==> src/rtl/multicycle_pkg.sv <==
// Shared encodings for the multi-cycle ARM main control FSM.
// Holds state, Op, cmd and datapath select encodings plus a small helper.
package multicycle_pkg;

    typedef enum logic [3:0] {
        FETCH    = 4'd0,
        DECODE   = 4'd1,
        MEMADR   = 4'd2,
        MEMRD    = 4'd3,
        MEMWB    = 4'd4,
        MEMWR    = 4'd5,
        EXECUTER = 4'd6,
        EXECUTEI = 4'd7,
        ALUWB    = 4'd8,
        BRANCH   = 4'd9
    } state_t;

    localparam logic [1:0] OP_DP    = 2'b00;
    localparam logic [1:0] OP_MEM   = 2'b01;
    localparam logic [1:0] OP_BR    = 2'b10;
    localparam logic [1:0] OP_UNDEF = 2'b11;

    localparam logic [3:0] CMD_ADD = 4'b0100;
    localparam logic [3:0] CMD_SUB = 4'b0010;
    localparam logic [3:0] CMD_AND = 4'b0000;
    localparam logic [3:0] CMD_ORR = 4'b1100;
    localparam logic [3:0] CMD_CMP = 4'b1010;

    localparam logic [1:0] ALU_ADD = 2'b00;
    localparam logic [1:0] ALU_SUB = 2'b01;
    localparam logic [1:0] ALU_AND = 2'b10;
    localparam logic [1:0] ALU_ORR = 2'b11;

    localparam logic [1:0] RES_ALUOUT = 2'b00;
    localparam logic [1:0] RES_DATA   = 2'b01;
    localparam logic [1:0] RES_ALU    = 2'b10;

    localparam logic [1:0] SRCB_RD2  = 2'b00;
    localparam logic [1:0] SRCB_IMM  = 2'b01;
    localparam logic [1:0] SRCB_FOUR = 2'b10;

    // C/V flags are only meaningful for ADD/SUB results
    function automatic logic is_arith(input logic [1:0] alu_ctl);
        return (alu_ctl == ALU_ADD) || (alu_ctl == ALU_SUB);
    endfunction

endpackage

==> src/rtl/multicycle_main_fsm_if.sv <==
// Instruction-field and control bundle between main FSM and datapath.
// Optional InstrCount signal present when MCFSM_INSTR_CNT_EN is defined.
interface multicycle_main_fsm_if;

    logic [1:0] Op;
    logic [5:0] Funct;
    logic [3:0] Rd;
    logic       IRWrite;
    logic       AdrSrc;
    logic       ALUSrcA;
    logic [1:0] ALUSrcB;
    logic [1:0] ResultSrc;
    logic       NextPC;
    logic       PCS;
    logic       RegW;
    logic       MemW;
    logic [1:0] FlagW;
    logic       NoWrite;
    logic [1:0] ALUControl;
`ifdef MCFSM_INSTR_CNT_EN
    logic [31:0] InstrCount;
`endif

    modport master (
        input  Op, Funct, Rd,
`ifdef MCFSM_INSTR_CNT_EN
        output InstrCount,
`endif
        output IRWrite, AdrSrc, ALUSrcA, ALUSrcB, ResultSrc,
        output NextPC, PCS, RegW, MemW, FlagW, NoWrite, ALUControl
    );

    modport slave (
        output Op, Funct, Rd,
`ifdef MCFSM_INSTR_CNT_EN
        input  InstrCount,
`endif
        input  IRWrite, AdrSrc, ALUSrcA, ALUSrcB, ResultSrc,
        input  NextPC, PCS, RegW, MemW, FlagW, NoWrite, ALUControl
    );

endinterface

==> src/rtl/multicycle_alu_decoder.sv <==
// ALU decoder: maps ALUOp and Funct cmd/S to ALUControl, FlagW, NoWrite.
// Purely combinational.
module multicycle_alu_decoder
    import multicycle_pkg::*;
(
    input  logic       i_alu_op,
    input  logic [3:0] i_cmd,
    input  logic       i_s,
    output logic [1:0] o_alu_control,
    output logic [1:0] o_flag_w,
    output logic       o_no_write
);

    // Select ALU operation and flag-write requests from the cmd field
    always_comb begin
        o_alu_control = ALU_ADD;
        o_flag_w      = 2'b00;
        o_no_write    = 1'b0;
        if (i_alu_op) begin
            case (i_cmd)
                CMD_ADD: o_alu_control = ALU_ADD;
                CMD_SUB: o_alu_control = ALU_SUB;
                CMD_AND: o_alu_control = ALU_AND;
                CMD_ORR: o_alu_control = ALU_ORR;
                CMD_CMP: begin
                    o_alu_control = ALU_SUB;
                    o_no_write    = 1'b1;
                end
                default: o_alu_control = ALU_ADD;
            endcase
            o_flag_w = {i_s, i_s & is_arith(o_alu_control)};
        end
    end

endmodule

==> src/rtl/multicycle_main_fsm.sv <==
// Main control FSM of the multi-cycle ARM core (Moore, one state per cycle).
// Optional MCFSM_INSTR_CNT_EN adds a retired-instruction counter.
module multicycle_main_fsm
    import multicycle_pkg::*;
(
    input  logic                  clk,
    input  logic                  reset,
    multicycle_main_fsm_if.master bus
);

    state_t     r_state;
    state_t     w_next;
    logic       w_irwrite;
    logic       w_adr_src;
    logic       w_src_a;
    logic [1:0] w_src_b;
    logic [1:0] w_res_src;
    logic       w_next_pc;
    logic       w_reg_w;
    logic       w_mem_w;
    logic       w_branch;
    logic       w_alu_op;
    logic [1:0] w_alu_ctl;
    logic [1:0] w_flag_w;
    logic       w_dec_no_write;
    logic       w_wb_no_write;
    logic       w_pcs;

    // State register; reset restarts at FETCH and drops any partial instruction
    always_ff @(posedge clk) begin
        if (reset) r_state <= FETCH;
        else       r_state <= w_next;
    end

    // Next-state sequencing from Op/Funct
    always_comb begin
        w_next = FETCH;
        case (r_state)
            FETCH:  w_next = DECODE;
            DECODE: begin
                case (bus.Op)
                    OP_MEM:  w_next = MEMADR;
                    OP_DP:   w_next = bus.Funct[5] ? EXECUTEI : EXECUTER;
                    OP_BR:   w_next = BRANCH;
                    default: w_next = FETCH;
                endcase
            end
            MEMADR:   w_next = bus.Funct[0] ? MEMRD : MEMWR;
            MEMRD:    w_next = MEMWB;
            EXECUTER: w_next = ALUWB;
            EXECUTEI: w_next = ALUWB;
            default:  w_next = FETCH;
        endcase
    end

    // Moore outputs per state; anything not set stays 0
    always_comb begin
        w_irwrite = 1'b0;
        w_adr_src = 1'b0;
        w_src_a   = 1'b0;
        w_src_b   = SRCB_RD2;
        w_res_src = RES_ALUOUT;
        w_next_pc = 1'b0;
        w_reg_w   = 1'b0;
        w_mem_w   = 1'b0;
        w_branch  = 1'b0;
        w_alu_op  = 1'b0;
        case (r_state)
            FETCH: begin
                w_irwrite = 1'b1;
                w_src_a   = 1'b1;
                w_src_b   = SRCB_FOUR;
                w_res_src = RES_ALU;
                w_next_pc = 1'b1;
            end
            DECODE: begin
                w_src_a   = 1'b1;
                w_src_b   = SRCB_FOUR;
                w_res_src = RES_ALU;
            end
            MEMADR: w_src_b = SRCB_IMM;
            MEMRD:  w_adr_src = 1'b1;
            MEMWB: begin
                w_res_src = RES_DATA;
                w_reg_w   = 1'b1;
            end
            MEMWR: begin
                w_adr_src = 1'b1;
                w_mem_w   = 1'b1;
            end
            EXECUTER: w_alu_op = 1'b1;
            EXECUTEI: begin
                w_src_b  = SRCB_IMM;
                w_alu_op = 1'b1;
            end
            ALUWB: w_reg_w = 1'b1;
            BRANCH: begin
                w_src_b   = SRCB_IMM;
                w_res_src = RES_ALU;
                w_branch  = 1'b1;
            end
            default: ;
        endcase
    end

    multicycle_alu_decoder u_alu_dec (
        .i_alu_op      (w_alu_op),
        .i_cmd         (bus.Funct[4:1]),
        .i_s           (bus.Funct[0]),
        .o_alu_control (w_alu_ctl),
        .o_flag_w      (w_flag_w),
        .o_no_write    (w_dec_no_write)
    );

    // CMP must keep NoWrite high in ALUWB, where ALUOp is already 0
    assign w_wb_no_write = (r_state == ALUWB) && (bus.Funct[4:1] == CMD_CMP);
    assign w_pcs = w_branch | (w_reg_w & (bus.Rd == 4'hF));

    assign bus.IRWrite    = ~reset & w_irwrite;
    assign bus.AdrSrc     = ~reset & w_adr_src;
    assign bus.ALUSrcA    = ~reset & w_src_a;
    assign bus.ALUSrcB    = reset ? 2'b00 : w_src_b;
    assign bus.ResultSrc  = reset ? 2'b00 : w_res_src;
    assign bus.NextPC     = ~reset & w_next_pc;
    assign bus.PCS        = ~reset & w_pcs;
    assign bus.RegW       = ~reset & w_reg_w;
    assign bus.MemW       = ~reset & w_mem_w;
    assign bus.FlagW      = reset ? 2'b00 : w_flag_w;
    assign bus.NoWrite    = ~reset & (w_dec_no_write | w_wb_no_write);
    assign bus.ALUControl = reset ? 2'b00 : w_alu_ctl;

`ifdef MCFSM_INSTR_CNT_EN
    logic [31:0] r_instr_count;

    // Count instructions retiring back into FETCH; wraps naturally
    always_ff @(posedge clk) begin
        if (reset)
            r_instr_count <= 32'd0;
        else if (w_next == FETCH && r_state != FETCH)
            r_instr_count <= r_instr_count + 32'd1;
    end

    assign bus.InstrCount = r_instr_count;
`endif

endmodule

==> src/flat_wrapper.sv <==
// flat-port wrapper written by rule: the top's interface ports become plain ports
module multicycle_main_fsm_flat import multicycle_pkg::*;
  (clk, reset, bus_Op, bus_Funct, bus_Rd, bus_IRWrite, bus_AdrSrc, bus_ALUSrcA, bus_ALUSrcB, bus_ResultSrc, bus_NextPC, bus_PCS, bus_RegW, bus_MemW, bus_FlagW, bus_NoWrite, bus_ALUControl);
  multicycle_main_fsm_if bus_i ();
  input  logic clk;
  input  logic reset;
  input wire logic [$bits(bus_i.Op)-1:0] bus_Op;
  input wire logic [$bits(bus_i.Funct)-1:0] bus_Funct;
  input wire logic [$bits(bus_i.Rd)-1:0] bus_Rd;
  output wire logic [$bits(bus_i.IRWrite)-1:0] bus_IRWrite;
  output wire logic [$bits(bus_i.AdrSrc)-1:0] bus_AdrSrc;
  output wire logic [$bits(bus_i.ALUSrcA)-1:0] bus_ALUSrcA;
  output wire logic [$bits(bus_i.ALUSrcB)-1:0] bus_ALUSrcB;
  output wire logic [$bits(bus_i.ResultSrc)-1:0] bus_ResultSrc;
  output wire logic [$bits(bus_i.NextPC)-1:0] bus_NextPC;
  output wire logic [$bits(bus_i.PCS)-1:0] bus_PCS;
  output wire logic [$bits(bus_i.RegW)-1:0] bus_RegW;
  output wire logic [$bits(bus_i.MemW)-1:0] bus_MemW;
  output wire logic [$bits(bus_i.FlagW)-1:0] bus_FlagW;
  output wire logic [$bits(bus_i.NoWrite)-1:0] bus_NoWrite;
  output wire logic [$bits(bus_i.ALUControl)-1:0] bus_ALUControl;
  assign bus_i.Op = bus_Op;
  assign bus_i.Funct = bus_Funct;
  assign bus_i.Rd = bus_Rd;
  assign bus_IRWrite = bus_i.IRWrite;
  assign bus_AdrSrc = bus_i.AdrSrc;
  assign bus_ALUSrcA = bus_i.ALUSrcA;
  assign bus_ALUSrcB = bus_i.ALUSrcB;
  assign bus_ResultSrc = bus_i.ResultSrc;
  assign bus_NextPC = bus_i.NextPC;
  assign bus_PCS = bus_i.PCS;
  assign bus_RegW = bus_i.RegW;
  assign bus_MemW = bus_i.MemW;
  assign bus_FlagW = bus_i.FlagW;
  assign bus_NoWrite = bus_i.NoWrite;
  assign bus_ALUControl = bus_i.ALUControl;
  multicycle_main_fsm u_core (.clk(clk), .reset(reset), .bus(bus_i));
endmodule
==> config.mk <==
export PLATFORM = sky130hd
export DESIGN_NAME = multicycle_main_fsm_flat
export DESIGN_NICKNAME = d
export VERILOG_FILES = /design/src/rtl/multicycle_pkg.sv /design/src/rtl/multicycle_main_fsm_if.sv /design/src/rtl/multicycle_alu_decoder.sv /design/src/rtl/multicycle_main_fsm.sv /design/src/flat_wrapper.sv
export SDC_FILE = /design/constraint.sdc
export NUM_CORES = 1
export LEC_CHECK = 0
export ABC_CLOCK_PERIOD_IN_PS = 2300
export CAP_MARGIN = 40
export CORE_AREA = 2 2 39 41
export DETAILED_ROUTE_END_ITERATION = 10
export DIE_AREA = 0 0 41 43
export HOLD_SLACK_MARGIN = 0.03
export PLACE_DENSITY = 0.79
export SYNTH_ARGS = -nofsm -noshare
export SYNTH_HDL_FRONTEND = slang
export SYNTH_SLANG_ARGS = --single-unit
==> constraint.sdc <==
create_clock -name clk -period 2.3 [get_ports clk]
set_input_delay 0.46 -clock clk [delete_from_list [all_inputs] [get_ports clk]]
set_output_delay 0.46 -clock clk [all_outputs]
set_load 0.02 [all_outputs]
After elaboration in Yosys (flattened, before gate mapping) --
Index checks and enable logic that the tools add are counted.
Storage, ports and cells: register bits after elaboration 4, bits in latches 0, RAM bits 0, ROM bits 0, bits of input ports 14, output and inout port bits 16, word-level logic and storage cells 65, memories kept 0
Operators by class: add/sub/neg operators 0, multipliers 0, divide/modulo/power cells 0, order comparisons 0, equal/unequal tests 16, shifts and indexed selects 0, multiplexer cells 23, bitwise logic cells 12, reduce and logical (&&, ||, !) cells 13
Operator list (count):
- $eq A4 B4 Y1 const B | 5
- $pmux W4 S5 | 1
- $eq A4 B3 Y1 const B | 4
- $mux W2 | 7
- $eq A4 B2 Y1 const B | 3
- $pmux W4 S3 | 1
- $mux W1 | 10
- $reduce_or A2 Y1 | 5
- $and A1 B1 Y1 | 9
- $logic_not A4 Y1 | 2
- $pmux W2 S2 | 2
- $pmux W2 S3 | 1
- $reduce_or A3 Y1 | 2
- $eq A2 B1 Y1 const B | 2
- $eq A4 B1 Y1 const B | 1
- $logic_not A2 Y1 | 2
- $mux W3 | 1
- $eq A2 B2 Y1 const B | 1
- $or A1 B1 Y1 | 2
- $logic_and A1 B1 Y1 | 1
- $logic_or A1 B1 Y1 | 1
- $not A1 Y1 | 1

Logic depth before layout (Yosys ltp) --
Gate-level depths: netlist of run 1.
depth in word-level cells 9, depth in mapped cells 5

Cells and area by module --
Synthesis of run 1 repeated with hierarchy kept, for this count alone.
Unflattened totals: cells, all modules 66, area total of the unflattened synthesis 500.5 sq um
Modules (own cells, without submodules):
- multicycle_main_fsm | times used 1, cells an instance 56, area each 435.4 sq um
- multicycle_alu_decoder | times used 1, cells an instance 10, area each 65.1 sq um

Least setup slack after synthesis of run 1 --
OpenSTA, ideal clock, no wires.
path kind input port to output port, start point in reset, end point out bus_ResultSrc[1], arrival time 1.675 ns, slack 0.165 ns, cell stages on the path 2, buffers on the path 1, cell sequence buf_6 > a2111oi_0
Between the ends: word-level cells in the longest chain between the ends 1
RTL lines:
- start: declaration | line flat_wrapper.sv:6 | input logic reset;
- $mux W2 | line multicycle_main_fsm.sv:123 | assign bus.ResultSrc = reset ? 2'b00 : w_res_src;
- end: declaration | line flat_wrapper.sv:14 | output wire logic [$bits(bus_i.ResultSrc)-1:0] bus_ResultSrc;
No other way between the ends.

Worst setup path in the final report of run 1 --
start point in reset, end point out bus_ALUSrcA
Between the ends: word-level cells in the longest chain between the ends 2
RTL lines:
- $not A1 Y1 | line multicycle_main_fsm.sv:121 | assign bus.ALUSrcA = ~reset & w_src_a;
- $and A1 B1 Y1 | line multicycle_main_fsm.sv:121
- end: declaration | line flat_wrapper.sv:12 | output wire logic [$bits(bus_i.ALUSrcA)-1:0] bus_ALUSrcA;
No other way between the ends.

==> flow_metrics.env, run 1 <==
export IMPL_run_status="finished clean"
export IMPL_worst_clock_skew_ns=0.00448
export IMPL_top_register="u_core.r_state"
export IMPL_comb_power_share_pct=39.1
export IMPL_cts_resized=17
export IMPL_power_leakage_nw=0.358
export IMPL_antenna_left=0
export IMPL_vias_per_cell=4.93
export IMPL_io_pins=30
export IMPL_syn_avg_cell_area_um2=7.60
export IMPL_power_frac_seq_pct=30.0
export IMPL_antennaDiodeCount=0
export IMPL_p_int_w=0.000192
export IMPL_insertion_delay_ns=0.23
export IMPL_cpPeakStageDelay_ns=0.46
export IMPL_r2r_setup_slack_ns=1.07
export IMPL_fmax_mhz=454
export IMPL_min_from="u_core.r_state[0]$_SDFF_PP0_"
export IMPL_post_drt_wl_per_cell_um=10.9
export IMPL_hold_depth=1
export IMPL_worstHoldPathType="flop to flop"
export IMPL_grt_pass1_wl_um=1770
export IMPL_grt_usage_pct=14.7
export IMPL_grt_overflow=0
export IMPL_cap_violations=0
export IMPL_hold_worst_slack_ns=0.519
export IMPL_layout_setup_ws_ns=0.0997
export IMPL_crit_required_ns=1.84
export IMPL_ir_worst_vdd_mv=0.202
export IMPL_syn2layout_area_growth_pct=74.6
export IMPL_synth_cell_area_um2=418
export IMPL_rr_endpoint="u_core.r_state[3]$_SDFF_PP0_"
export IMPL_cellPowerDensity_mw_per_mm2=390
export IMPL_dr_pass1_iters=5
export IMPL_postCtsHoldBufs=0
export IMPL_clk_pin_slew_ns=0.04
export IMPL_hold_end="u_core.r_state[0]$_SDFF_PP0_"
export IMPL_largest_reg_flops=4
export IMPL_ys_warnings_count=0
export IMPL_ys_seq_area_share_pct=19.2
export IMPL_period_minus_slack_ns=2.20
export IMPL_r2r_cells=3
export IMPL_path_buf_inv=2
export IMPL_clkPwrFrac_pct=30.9
export IMPL_dp_slack_ns=-0.265
export IMPL_routed_wl_um=1130
export IMPL_dieArea_mm2=0.00176
export IMPL_drt_initial_drc_count=6
export IMPL_mostFrequentLayoutCell="clkdlybuf4s50_1"
export IMPL_p_sw_w=0.0000929
export IMPL_tns_ns=0
export IMPL_grt_pass1_vias=455
export IMPL_start_kind="primary input"
export IMPL_dp_hpwl_um=923
export IMPL_setup_violations=0
export IMPL_reg_top3="u_core.r_state: 4 flops"
export IMPL_vias=508
export IMPL_worst_path_max_fanout=4
export IMPL_endpoint_kind="output port"
export IMPL_synthCells=55
export IMPL_dieHeight_um=43
export IMPL_core_mm2=0.00138
export IMPL_layout_common_cells="clkdlybuf4s50_1 (13), nor2_1 (7), buf_4 (7)"
export IMPL_worst_path_max_delay_cell="clkdlybuf4s50_1"
export IMPL_globalplace_congestion=0.706
export IMPL_route_met2_wl_um=528
export IMPL_rows=14
export IMPL_die_w_um=41
export IMPL_path_class="primary input to output port"
export IMPL_syn_nets=69
export IMPL_wl_met3_um=119
export IMPL_cts_root_buf="clkbuf_4"
export IMPL_grt_max_degree=11
export IMPL_slew_violations=0
export IMPL_post_cts_buffers=0
export IMPL_drc_errors=0
export IMPL_crit_chain="clkdlybuf4s50_1, or3_1, nor2_1, clkdlybuf4s15_1"
export IMPL_rsz0062_at_grt="no"
export IMPL_cts_max_path_buffers=2
export IMPL_antenna_found_initial=0
export IMPL_synth_cell_types=32
export IMPL_final_layout_size_suffix_gt1_share_pct=24.1
export IMPL_max_slew_worst_pin_slew_ns=0.358
export IMPL_fin_crit_sh_pct=95.7
export IMPL_numPortBuffers=29
export IMPL_worstPathArrival_ns=1.74
export IMPL_cts_buffers=3
export IMPL_cts_tree="built"
export IMPL_final_hold_viol_count=0
export IMPL_wl_met1_um=477
export IMPL_highest_layer="met3"
export IMPL_synth_seq_cells=4
export IMPL_cts_sinks=4
export IMPL_fin_nets=103
export IMPL_initial_core_util_pct=30.2
export IMPL_max_slew_margin_rel_pct=76.1
export IMPL_crit_family="buffers and inverters"
export IMPL_switching_share_pct=32.6
export IMPL_r2r_start="u_core.r_state[2]$_SDFF_PP0_"
export IMPL_htree_levels=1
[power groups by stage]
| stage | logic (W) | clock network, W | registers, W |
|---|---|---|---|
| CTS | 0.000113 | 0.0000906 | 0.0000850 |
| global route | 0.000122 | 0.0000929 | 0.0000863 |
| global placement | 0.000118 | 0 | 0.0000853 |
| detailed placement | 0.000119 | 0 | 0.0000853 |
| floorplan | 0.0000714 | 0 | 0.0000775 |
| finish | 0.000111 | 0.0000880 | 0.0000852 |
[layer usage]
layer  vias to the layer above  global-route usage, %
met5                         -                      0
met4                         0                   6.00
met3                         0                   5.76
met2                        26                   22.2
met1                       218                   17.7
li1                        264                      -
[worst reg2reg max path: stages, from the launching register on]
cell and delay, ns:
dfxtp_1 0.37, or3_1 0.41, buf_4 0.17, o41ai_2 0.18
[Yosys cell counts]
master     n  area share (%)
buf_6      1             2.7
nand2_1    1            0.90
nor2_1     7             6.3
dfxtp_1    4              19
inv_1      4             3.6
nor4_1     1             1.5
o41a_1     1             2.7
buf_2      3             3.6
a21oi_1    1             1.2
xor2_1     3             6.3
nor2b_1    1             1.5
a41oi_1    1             2.1
o41ai_2    1             3.9
o22a_1     1             2.1
nand3b_1   1             1.8
o21ai_1    1             1.2
or3_1      1             1.5
or2_1      1             1.5
nand2b_1   3             4.5
nor4_2     1             3.0
and3_1     1             1.5
o21ai_0    1             1.2
nand3_1    1             1.2
mux2_2     1             2.7
a211oi_1   1             1.8
buf_4      2             3.6
nor3_1     5             6.0
a2bb2oi_1  1             2.1
nor3_2     1             2.4
o32a_1     1             2.4
nor4b_1    1             2.1
a2111oi_0  1             2.1
[per-stage QoR]
step                instance area [um2]  std cells  total power [W]  util, %
finish                              729        103         0.000284     52.7
CTS                                 739        103         0.000288     53.4
floorplan                           418         55         0.000149        -
global route                        729        103         0.000301     52.7
global placement                    732        100         0.000203     52.9
detailed placement                  732        100         0.000205     52.9
[how the worst max path moves through the flow]
stage                     start                end  slack [ns]  depth (start not counted)
after floorplan           reset   bus_ResultSrc[1]        0.16                          2
after global placement    reset  bus_ALUControl[1]       -0.25                          5
after detailed placement  reset  bus_ALUControl[1]       -0.27                          5
after CTS                 reset     bus_ALUSrcB[0]       0.007                          4
after global routing      reset            bus_PCS    0.000007                          4
final                     reset        bus_ALUSrcA         0.1                          4
[kinds of logic (layout without fill, tap and decap cells)]
group	count (synthesis)	after routing	synth area share (%)
AOI/OAI and AO/OA	11	11	22.8
xor gates and xnor gates	3	3	6.29
buffers and inverters	10	42	13.5
DFF	4	4	19.2
muxes	1	1	2.69
and+or+nand+nor	26	26	35.6
[final cells by class]
type | instances | area, um2
Fill cell | 140 | 654
Timing Repair Buffer | 35 | 307
Multi-Input combinational cell | 41 | 283
Sequential cell | 4 | 82.6
Clock buffer | 3 | 22.5
Tap cell | 16 | 20.0
Inverter | 4 | 15.0
(Power assumes the default switching activity.)
==> run 2: changes to the inputs <==
- CTS_CLUSTER_DIAMETER: unset -> 120
==> results of run 2 <==
No change in the layout: final DEF, timing and power equal those of run 1.
